File: config.mk
export PLATFORM = sky130hd
export DESIGN_NAME = adc_spi_responder_flat
export DESIGN_NICKNAME = d
export VERILOG_FILES = /design/src/rtl/adc_spi_responder_if.sv /design/src/rtl/adc_spi_responder.sv /design/src/flat_wrapper.sv
export SDC_FILE = /design/constraint.sdc
export NUM_CORES = 1
export LEC_CHECK = 0
export CORE_ASPECT_RATIO = 1.75
export CORE_MARGIN = 2
export CORE_UTILIZATION = 45
export DETAILED_ROUTE_END_ITERATION = 8
export GPL_ROUTABILITY_DRIVEN = 0
export SETUP_SLACK_MARGIN = 0.5
export SYNTH_ARGS = -nofsm -noshare
export SYNTH_HDL_FRONTEND = slang
export SYNTH_SLANG_ARGS = --single-unit
File: constraint.sdc
create_clock -name clk -period 2.6 [get_ports clk]
set_input_delay 0.26 -clock clk [delete_from_list [all_inputs] [get_ports clk]]
set_output_delay 0.26 -clock clk [all_outputs]
set_load 0.02 [all_outputs]
File: src/rtl/adc_spi_responder_if.sv
// adc_spi_responder_if: SPI bus between a master and the ADC responder.
// The master modport drives select, clock and command; the slave modport returns MISO.
interface adc_spi_responder_if;
   logic SS_n;
   logic SCLK;
   logic MOSI;
   logic MISO;

   modport master (output SS_n, output SCLK, output MOSI, input MISO);
   modport slave  (input SS_n, input SCLK, input MOSI, output MISO);
endinterface

File: src/rtl/adc_spi_responder.sv
// adc_spi_responder: 8-channel 12-bit ADC128S-style SPI responder, oversampled on clk.
// Define ADC_MISO_TRISTATE_EN to release MISO (1'bz) whenever no frame is being shifted.
module adc_spi_responder #(
   parameter logic [11:0] RESET_VAL   = 12'hC00,
   parameter logic [11:0] STEP        = 12'h010,
   parameter int          SYNC_STAGES = 2
) (
   input  logic                      clk,
   input  logic                      rst,
   adc_spi_responder_if.slave        spi,
   output logic                      frame_done,
   output logic                      frame_err,
   output logic [2:0]                cur_ch
);

   typedef enum logic [1:0] {IDLE, SHIFT, DONE} state_t;

   state_t                 state;
   logic [SYNC_STAGES-1:0] ss_sync;
   logic [SYNC_STAGES-1:0] sclk_sync;
   logic [SYNC_STAGES-1:0] mosi_sync;
   logic                   ss_prev;
   logic                   sclk_prev;
   logic                   ss_s;
   logic                   sclk_s;
   logic                   mosi_s;
   logic                   ss_fall;
   logic                   ss_rise;
   logic                   sclk_rise;
   logic                   sclk_fall;
   logic [11:0]            cnt;
   logic [11:0]            result;
   logic [4:0]             bit_cnt;
   logic [15:0]            tx_shift;
   logic [13:0]            rx_shift;

   assign ss_s      = ss_sync[SYNC_STAGES-1];
   assign sclk_s    = sclk_sync[SYNC_STAGES-1];
   assign mosi_s    = mosi_sync[SYNC_STAGES-1];
   assign ss_fall   = ss_prev & ~ss_s;
   assign ss_rise   = ~ss_prev & ss_s;
   assign sclk_rise = ~sclk_prev & sclk_s;
   assign sclk_fall = sclk_prev & ~sclk_s;
   assign result    = {cnt[11:4], 1'b0, cur_ch};

   // Resync chains reset to the bus idle levels so no edge is seen on reset release
   always_ff @(posedge clk or posedge rst) begin
      if (rst) begin
         ss_sync   <= '1;
         sclk_sync <= '0;
         mosi_sync <= '0;
         ss_prev   <= 1'b1;
         sclk_prev <= 1'b0;
      end else begin
         ss_sync   <= {ss_sync[SYNC_STAGES-2:0], spi.SS_n};
         sclk_sync <= {sclk_sync[SYNC_STAGES-2:0], spi.SCLK};
         mosi_sync <= {mosi_sync[SYNC_STAGES-2:0], spi.MOSI};
         ss_prev   <= ss_s;
         sclk_prev <= sclk_s;
      end
   end

   always_ff @(posedge clk or posedge rst) begin
      if (rst) begin
         state      <= IDLE;
         cnt        <= RESET_VAL;
         cur_ch     <= '0;
         bit_cnt    <= '0;
         tx_shift   <= '0;
         rx_shift   <= '0;
         frame_done <= 1'b0;
         frame_err  <= 1'b0;
      end else begin
         frame_done <= 1'b0;
         frame_err  <= 1'b0;
         case (state)
            IDLE: begin
               if (ss_fall) begin
                  state    <= SHIFT;
                  tx_shift <= {4'b0000, result};
                  bit_cnt  <= '0;
               end
            end
            SHIFT: begin
               if (ss_rise) begin
                  tx_shift <= '0;
                  if (bit_cnt == 5'd16) begin
                     state <= DONE;
                  end else begin
                     state     <= IDLE;
                     frame_err <= 1'b1;
                  end
               end else if (bit_cnt != 5'd16) begin
                  // The 16th rise clears tx_shift so MISO holds 0 until the frame closes
                  if (sclk_rise) begin
                     rx_shift <= {rx_shift[12:0], mosi_s};
                     bit_cnt  <= bit_cnt + 5'd1;
                     if (bit_cnt == 5'd15) begin
                        tx_shift <= '0;
                     end
                  end else if (sclk_fall) begin
                     tx_shift <= {tx_shift[14:0], 1'b0};
                  end
               end
            end
            DONE: begin
               cur_ch     <= rx_shift[13:11];
               cnt        <= cnt - STEP;
               frame_done <= 1'b1;
               state      <= IDLE;
            end
            default: state <= IDLE;
         endcase
      end
   end

`ifdef ADC_MISO_TRISTATE_EN
   assign spi.MISO = (state == SHIFT) ? tx_shift[15] : 1'bz;
`else
   assign spi.MISO = (state == SHIFT) ? tx_shift[15] : 1'b0;
`endif

endmodule

File: src/flat_wrapper.sv
// flat-port wrapper written by rule: the top's interface ports become plain ports
module adc_spi_responder_flat 
#(
   parameter logic [11:0] RESET_VAL   = 12'hC00,
   parameter logic [11:0] STEP        = 12'h010,
   parameter int          SYNC_STAGES = 2
)
  (clk, rst, frame_done, frame_err, cur_ch, spi_SS_n, spi_SCLK, spi_MOSI, spi_MISO);
  adc_spi_responder_if spi_i ();
  input  logic clk;
  input  logic rst;
  output logic frame_done;
  output logic frame_err;
  output logic [2:0] cur_ch;
  input wire logic [$bits(spi_i.SS_n)-1:0] spi_SS_n;
  input wire logic [$bits(spi_i.SCLK)-1:0] spi_SCLK;
  input wire logic [$bits(spi_i.MOSI)-1:0] spi_MOSI;
  output wire logic [$bits(spi_i.MISO)-1:0] spi_MISO;
  assign spi_i.SS_n = spi_SS_n;
  assign spi_i.SCLK = spi_SCLK;
  assign spi_i.MOSI = spi_MOSI;
  assign spi_MISO = spi_i.MISO;
  adc_spi_responder #(.RESET_VAL(RESET_VAL), .STEP(STEP), .SYNC_STAGES(SYNC_STAGES)) u_core (.clk(clk), .rst(rst), .spi(spi_i), .frame_done(frame_done), .frame_err(frame_err), .cur_ch(cur_ch));
endmodule
==> results.md, run 1 <==
| Metric | This run |
|---|---|
| Clock Sink Count | 58 |
| Number of remaining DRC errors | 0 |
| Cell-by-cell listing of the critical path | ha_1 > and3_1 > ha_1 > a21oi_1 > o311ai_4 > buf_12 > mux2_2 |
| Tcrit/Tclk final | 75.0% |
| Setup skew after layout | 0.00622 ns |
| Longest Clk Path Bufs | 2 |
| CTS clock-pin slew for the worst setup and hold paths | 0.06 ns |
| Number of cells on the worst reg-to-reg path | 7 |
| Met3 Resource Use GR | 5.70% |
| Number of distinct standard cells referenced by the synthesized netlist | 36 |
| Final setup TNS | 0 ns |
| Power share of the combinational group | 11.2% |
| Switching component of the power | 0.488 mW |
| Clock insertion delay at the later pin of the skew report | 0.33 ns |
| CTS tree | built |
| Hold Buf Count CTS | 0 |
| Count of warnings emitted by yosys | 0 |
| Minimum period implied by the final worst setup slack | 1.95 ns |
| Asr flop ratio synth | 100% |
| Routed vias/inst | 5.13 |
| CP Data Arrival Time | 2.16 ns |
| Global-route total usage across every layer | 16.8% |
| Layout cell share with drive strength beyond 1 | 26.7% |
| P_leak | 1.35 nW |
| Count of antenna diodes in the layout | 0 |
| Number of instances resized during post-cts repair | 0 |
| Met2 track demand over resource in global routing | 26.5% |
| Top achievable clock speed | 513 MHz |
| Number of max-cap violations | 0 |
| First-pass GRT wire length | 7370 microns |
| Reg2reg setup slack | 0.65 ns |
| Crit end category | register |
| Maximum net fanout on the critical path | 12 |
| Post-synth EDFFs | 0 |
| Largest net degree at the start of global routing | 21 |
| Power per cell area | 681 nW/um^2 |
| Transition time of the tightest slew-check pin | 0.458 ns |
| Crit Reg-Reg Startpoint | u_core.bit_cnt[1] |
| Smallest hold slack | 0.226 ns |
| Sequential element share of the synthesized area | 58.9% |
| Number of ports placed on the die boundary | 11 |
| Total congestion overflow | 0 |
| Die ar. | 6130 sq um |
| Outcome | complete, no violations |
| Effective utilization at floorplan | 46.7% |
| Final routed wirelength across all metal layers | 4360 microns |
| CP dominant cell by count | ha_1 |
| Core area | 5300 sq um |
| Critical-path top delay cell | dfrtp_1 |
| Input/output buffers | 10 |
| DRT Pass-1 Iters | 4 |
| Sort of element at the start of the critical path | register |
| CTS Buf Count | 9 |
| Master cell of the clock root buffer | clkbuf_8 |
| Final setup violation count | 0 |
| Antenna violations before repair | 0 |
| Power Internal | 1.46 mW |
| Count of antenna-violating nets left after detailed routing | 0 |
| Required time at the endpoint of the critical path | 2.81 ns |
| Worst stage delay on the critical path | 0.39 ns |
| DP HPWL | 2990 microns |
| Clock Power Share | 36.1% |
| Post-synthesis net count | 198 |
| Synthesized flop and latch total | 58 |
| Net switching fraction of the power | 25.1% |
| Max-slew violation count | 0 |
| Area growth from synthesis to final layout | 15.5% |
| Post-synthesis average cell area | 13.1 sq um |
| Type of the setup path with the least slack | reg -> reg |
| Die width | 60.1 microns |
| Cell count after synthesis | 189 |
| Die Span Y | 102 microns |
| Via count of the first global-routing pass | 1614 |
| WL/cell | 15.0 microns |
| RSZ-0062 raised after global routing | false |
| Hold Path Class | in -> async |
| Net count reported at finish | 221 |
| Met1 capacity usage during global routing | 19.2% |
| Hold violation count in the final report | 0 |
| Layer with the highest usage after global routing | met2 |
| Worst voltage drop across the vdd grid | 0.481 mV |
| DRC violation total after the first TritonRoute iteration | 60 |
| Row count | 35 |
| Predominant post-synthesis flop cell | dfrtp_1 |
| Share of total power in sequential cells | 52.6% |
| Via count | 1492 |
| Count of H-tree levels built during CTS | 3 |
| Worst rel slew slack | 69.4% |
| Endpoint of the worst register-to-register path | u_core.tx_shift[8] |
| Post-synth design cell area | 2470 sq um |
## repair_timing
action                                  CTS  global route
endpoints found under the hold margin     0             0
setup buffers                             3             0
endpoints found under the setup margin   16             0
## stage by stage
step	utilization, %	worst slack (ns)	cell area [sq um]	cells	total power, mW
after floorplan	-	0.679	2470	189	1.20
after global placement	50.2	0.537	2660	272	1.23
after detailed placement	50.2	0.463	2660	272	1.25
after CTS	53.9	0.636	2860	291	1.97
after global routing	53.9	0.551	2860	291	2.05
final	53.9	0.650	2860	291	1.95
## logic make-up after synthesis
family / Yosys count / share of synthesized area (%)
XOR/XNOR: 7 / 2.48
AO/OA/AOI/OAI: 22 / 7.43
adder cells (fa/ha/maj): 4 / 2.02
buffers and inverters: 19 / 3.84
multiplexers: 32 / 14.2
flip-flops: 58 / 58.9
AND/OR/NAND/NOR: 47 / 11.1
## cell usage in the layout, fill, tap and decap left out, drive strengths merged, types with 4 or more instances in the layout
cell type       n
dfrtp          53
mux2           25
nand2          21
inv            13
clkbuf         13
a22o           10
clkdlybuf4s50  10
buf             8
mux2i           7
a21oi           5
dfstp           5
xor2            4
nor2            4
ha              4
nand2b          4
## synthesized netlist by cell type (3+ instances only)
cell,count,area share (%)
nor2b_1,3,0.76
mux2i_1,7,2.8
mux2_2,25,11
buf_6,3,1.4
a22o_1,10,3.5
dfrtp_1,53,54
xnor2_1,3,1.1
a21oi_1,5,1.0
nand2_1,21,3.2
nor2_1,4,0.61
inv_1,13,2.0
ha_1,4,2.0
xor2_1,4,1.4
dfstp_2,5,5.3
or3_1,3,0.76
nand2b_1,3,0.76
## routing by layer
metal | vias to the layer above | part of all wire [%]
met1 | 760 | 41
met4 | 0 | 3.5
met2 | 18 | 53
li1 | 698 | -
met5 | - | 0
met3 | 16 | 2.7
## area by class of cell
type                            instances  area, sq um
Clock buffer                           13          149
Clock inverter                          3         15.0
Fill cell                             458         2440
Inverter                               13         48.8
Multi-Input combinational cell        112          922
Sequential cell                        58         1460
Tap cell                               74         92.6
Timing Repair Buffer                   18          173
## registers in the layout (all words and copies together) (netlist names), 3 cells and up
name / count
u_core.rx_shift: 14
u_core.tx_shift: 16
u_core.cnt: 8
u_core.bit_cnt: 5
u_core.cur_ch: 3
## power by group through the flow
stage                     clock network [mW]  logic (mW)  registers [mW]
after floorplan                            0       0.168            1.03
after global placement                     0       0.197            1.04
after detailed placement                   0       0.206            1.04
after CTS                              0.726       0.222            1.03
after global routing                   0.774       0.242            1.03
final                                  0.703       0.218            1.02
## worst max-delay path: cells and delay by family, from the launching register on
| family | cells | cell delay [ns] |
|---|---|---|
| mux | 1 | 0.34 |
| compound gates | 2 | 0.40 |
| simple gates | 1 | 0.17 |
| buf+inv | 1 | 0.18 |
| fa+ha+maj | 2 | 0.35 |
| flops | 1 | 0.39 |
## how the worst max path moves through the flow
stage / startpoint / endpoint / slack [ns] / cells after the start
2_1_floorplan: u_core.bit_cnt[0] / u_core.tx_shift[4] / 0.68 / 7
3_3_place_gp: u_core.bit_cnt[0] / u_core.tx_shift[4] / 0.54 / 6
3_5_place_dp: u_core.bit_cnt[0] / u_core.tx_shift[0] / 0.46 / 7
4_1_cts: u_core.bit_cnt[0] / u_core.tx_shift[4] / 0.64 / 7
5_1_grt: u_core.bit_cnt[1] / u_core.tx_shift[15] / 0.55 / 8
6_report: u_core.bit_cnt[1] / u_core.tx_shift[8] / 0.65 / 7
Power figures use the tool's default switching activity.
==> run 2, diff against run 1 <==
- clock period: 2.6 -> 2 ns (I/O delays scaled with it)
==> results.md, run 2 (same netlist as run 1, synthesis figures left out) <==
| Metric | This run | vs previous |
|---|---|---|
| Outcome | complete, no violations | unchanged |
| First-pass GRT wire length | 8560 microns | was 7370 microns |
| RSZ-0062 raised after global routing | true | was false |
| Worst stage delay on the critical path | 0.38 ns | was 0.39 ns |
| Count of H-tree levels built during CTS | 3 | unchanged |
| Clock Power Share | 35.9% | was 36.1% |
| Smallest hold slack | 0.266 ns | was 0.226 ns |
| Final-layout fill cell count | 394 | was 458 |
| Switching component of the power | 0.798 mW | was 0.488 mW |
| Post-route worst setup slack | 0.0537 ns | was 0.650 ns |
| Overall power of the completed layout | 3.02 mW | was 1.95 mW |
| Largest net degree at the start of global routing | 27 | was 21 |
| Core area | 5300 sq um | unchanged |
| Most flops, register | u_core.tx_shift | unchanged |
| Instance count after placement with tap cells included | 279 | was 272 |
| WL/cell | 16.2 microns | was 15.0 microns |
| Total congestion overflow | 0 | unchanged |
| Die width | 60.1 microns | unchanged |
| Commonest cells after routing, fill and taps aside | dfrtp_1 (52), mux2_4 (25), nand2_1 (20), buf_4 (20), buf_6 (16) | was dfrtp_1 (53), mux2_2 (25), nand2_1 (21) |
| Antenna violations before repair | 0 | unchanged |
| Count of antenna diodes in the layout | 0 | unchanged |
| Max-slew violation count | 0 | unchanged |
| Die Span Y | 102 microns | unchanged |
| Pre-CTS WS | -0.283 ns | was 0.463 ns |
| Core Util, Final | 66.0% | was 53.9% |
| Tcrit/Tclk final | 97.3% | was 75.0% |
| Area growth from synthesis to final layout | 41.3% | was 15.5% |
| Share of total power in sequential cells | 44.3% | was 52.6% |
| Layout cell share with drive strength beyond 1 | 47.2% | was 26.7% |
| Hold Path Class | in -> async | unchanged |
| Maximum net fanout on the critical path | 7 | was 12 |
| Power Internal | 2.22 mW | was 1.46 mW |
| Master cell of the clock root buffer | clkbuf_8 | unchanged |
| Net switching fraction of the power | 26.4% | was 25.1% |
| Non-filler instance count after layout | 322 | was 291 |
| Largest registers ranked by flip-flop count | u_core.tx_shift: 16 flops, u_core.rx_shift: 14 flops, u_core.cnt: 8 flops | unchanged |
| Crit end category | register | unchanged |
| Number of remaining DRC errors | 0 | unchanged |
| Cell-by-cell listing of the critical path | inv_2 > ha_4 > and4bb_4 > buf_6 > nor4b_4 > buf_4 > clkbuf_16 > mux2_4 | was ha_1 > and3_1 > ha_1 > a21oi_1 > o311ai_4 > buf_12 > mux2_2 |
| Sequential standard cell area | 1460 sq um | about the same |
| CTS clock-pin slew for the worst setup and hold paths | 0.07 ns | was 0.06 ns |
| Type of the setup path with the least slack | reg -> reg | unchanged |
| Final setup violation count | 0 | unchanged |
| Area of combinational cells with multiple inputs | 1180 sq um | was 922 sq um |
| P_leak | 1.64 nW | was 1.35 nW |
| Die ar. | 6130 sq um | unchanged |
| CTS Buf Count | 9 | unchanged |
| Power per cell area | 864 nW/um^2 | was 681 nW/um^2 |
| CP startpoint | u_core.bit_cnt[1] | unchanged |
| Crit-path leading delay family | buffers and inverters | was compound AO/OA/AOI/OAI gates |
| Critical-path top delay cell | dfrtp_1 | unchanged |
| Sort of element at the start of the critical path | register | unchanged |
| Clock insertion delay at the later pin of the skew report | 0.34 ns | was 0.33 ns |
| Worst rel slew slack | 61.0% | was 69.4% |
| DP HPWL | 3130 microns | was 2990 microns |
| Count of antenna-violating nets left after detailed routing | 0 | unchanged |
| Crit Reg-Reg Startpoint | u_core.bit_cnt[1] | unchanged |
| Input/output buffers | 10 | unchanged |
| Minimum period implied by the final worst setup slack | 1.95 ns | about the same |
| Effective utilization at floorplan | 46.7% | unchanged |
| Longest Clk Path Bufs | 2 | unchanged |
| Hold violation count in the final report | 0 | unchanged |
| Number of ports placed on the die boundary | 11 | unchanged |
| Net count reported at finish | 252 | was 221 |
| Global-route total usage across every layer | 19.5% | was 16.8% |
| Via count | 1621 | was 1492 |
| Transition time of the tightest slew-check pin | 0.583 ns | was 0.458 ns |
| DRT Pass-1 Iters | 5 | was 4 |
| Number of max-cap violations | 0 | unchanged |
| Top achievable clock speed | 514 MHz | was 513 MHz |
| Required time at the endpoint of the critical path | 2.23 ns | was 2.81 ns |
| DRC violation total after the first TritonRoute iteration | 53 | was 60 |
| Row count | 35 | unchanged |
| Worst voltage drop across the vdd grid | 0.592 mV | was 0.481 mV |
| Routed vias/inst | 5.03 | was 5.13 |
| Via count of the first global-routing pass | 1819 | was 1614 |
| Max reg flops | 16 | unchanged |
| Setup skew after layout | 0.00854 ns | was 0.00622 ns |
| CP Data Arrival Time | 2.17 ns | was 2.16 ns |
| Most common cell after layout, fill and taps aside | dfrtp_1 | unchanged |
| Clock Sink Count | 58 | unchanged |
| Final routed wirelength across all metal layers | 5220 microns | was 4360 microns |
| Power share of the combinational group | 19.8% | was 11.2% |
| Total buffers and inverters traversed by the critical path | 4 | was 1 |
| CTS tree | built | unchanged |
run 2: cell types whose count changed in the layout (fill, tap and decap cells not counted), moves of 6 or more:
cell | previous run | this run
buf_4 | 7 | 20
clkdlybuf4s50_1 | 10 | 4
clkinvlp_4 | 0 | 6
buf_6 | 0 | 16
mux2_4 | 0 | 25
mux2_2 | 25 | 0
run 2: repair_timing:
item | CTS | global route
resized for setup | 56 | 23
hold buffers | 0 | 0
setup endpoints to repair | 43 | 41
pin swaps | 8 | 6
buffers inserted | 24 | 2
cloned | 1 | 0
run 2: final timing paths:
kind	endpoint	slack [ns]	depth (start not counted)
setup / recovery	u_core.rx_shift[9]	0.05	8
max in group asynchronous	u_core.state[0]	1.19	3
setup reg to reg	u_core.rx_shift[9]	0.05	8
hold / removal	u_core.sclk_sync[0]	0.27	2
hold reg to reg	u_core.ss_sync[1]	0.36	0
min in group clk	u_core.ss_sync[0]	0.29	1
run 2: power by group through the flow:
stage | Sequential, mW | Combinational [mW] | Clock (mW)
finish | 1.34 | 0.598 | 1.08
detailed placement | 1.36 | 0.311 | 0
global placement | 1.35 | 0.301 | 0
CTS | 1.34 | 0.553 | 1.10
global route | 1.35 | 0.636 | 1.16
floorplan | 1.34 | 0.226 | 0
run 2: through the flow:
stage / area (sq um) / setup TNS (ns)
2_1_floorplan: 2540 / 0
3_3_place_gp: 2790 / -2.70
3_5_place_dp: 2790 / -3.38
4_1_cts: 3410 / 0
5_1_grt: 3500 / -0.0442
6_report: 3500 / 0
run 2: layer usage:
metal / up-vias / GRT usage (%) / wire, microns
li1: 759 / - / -
met1: 823 / 22.1 / 2070
met2: 27 / 33.4 / 2920
met3: 12 / 6.20 / 133
met4: 0 / 7.86 / 99
met5: - / 0 / 0
run 2: area by class of cell:
class / count / area share, %
clock inverter: 7 / 2.22
inverter: 13 / 1.61
sequential: 58 / 41.7
tap: 74 / 2.65
clock buffer: 9 / 3.54
timing repair buffer: 49 / 14.5
multi-input combinational: 112 / 33.8
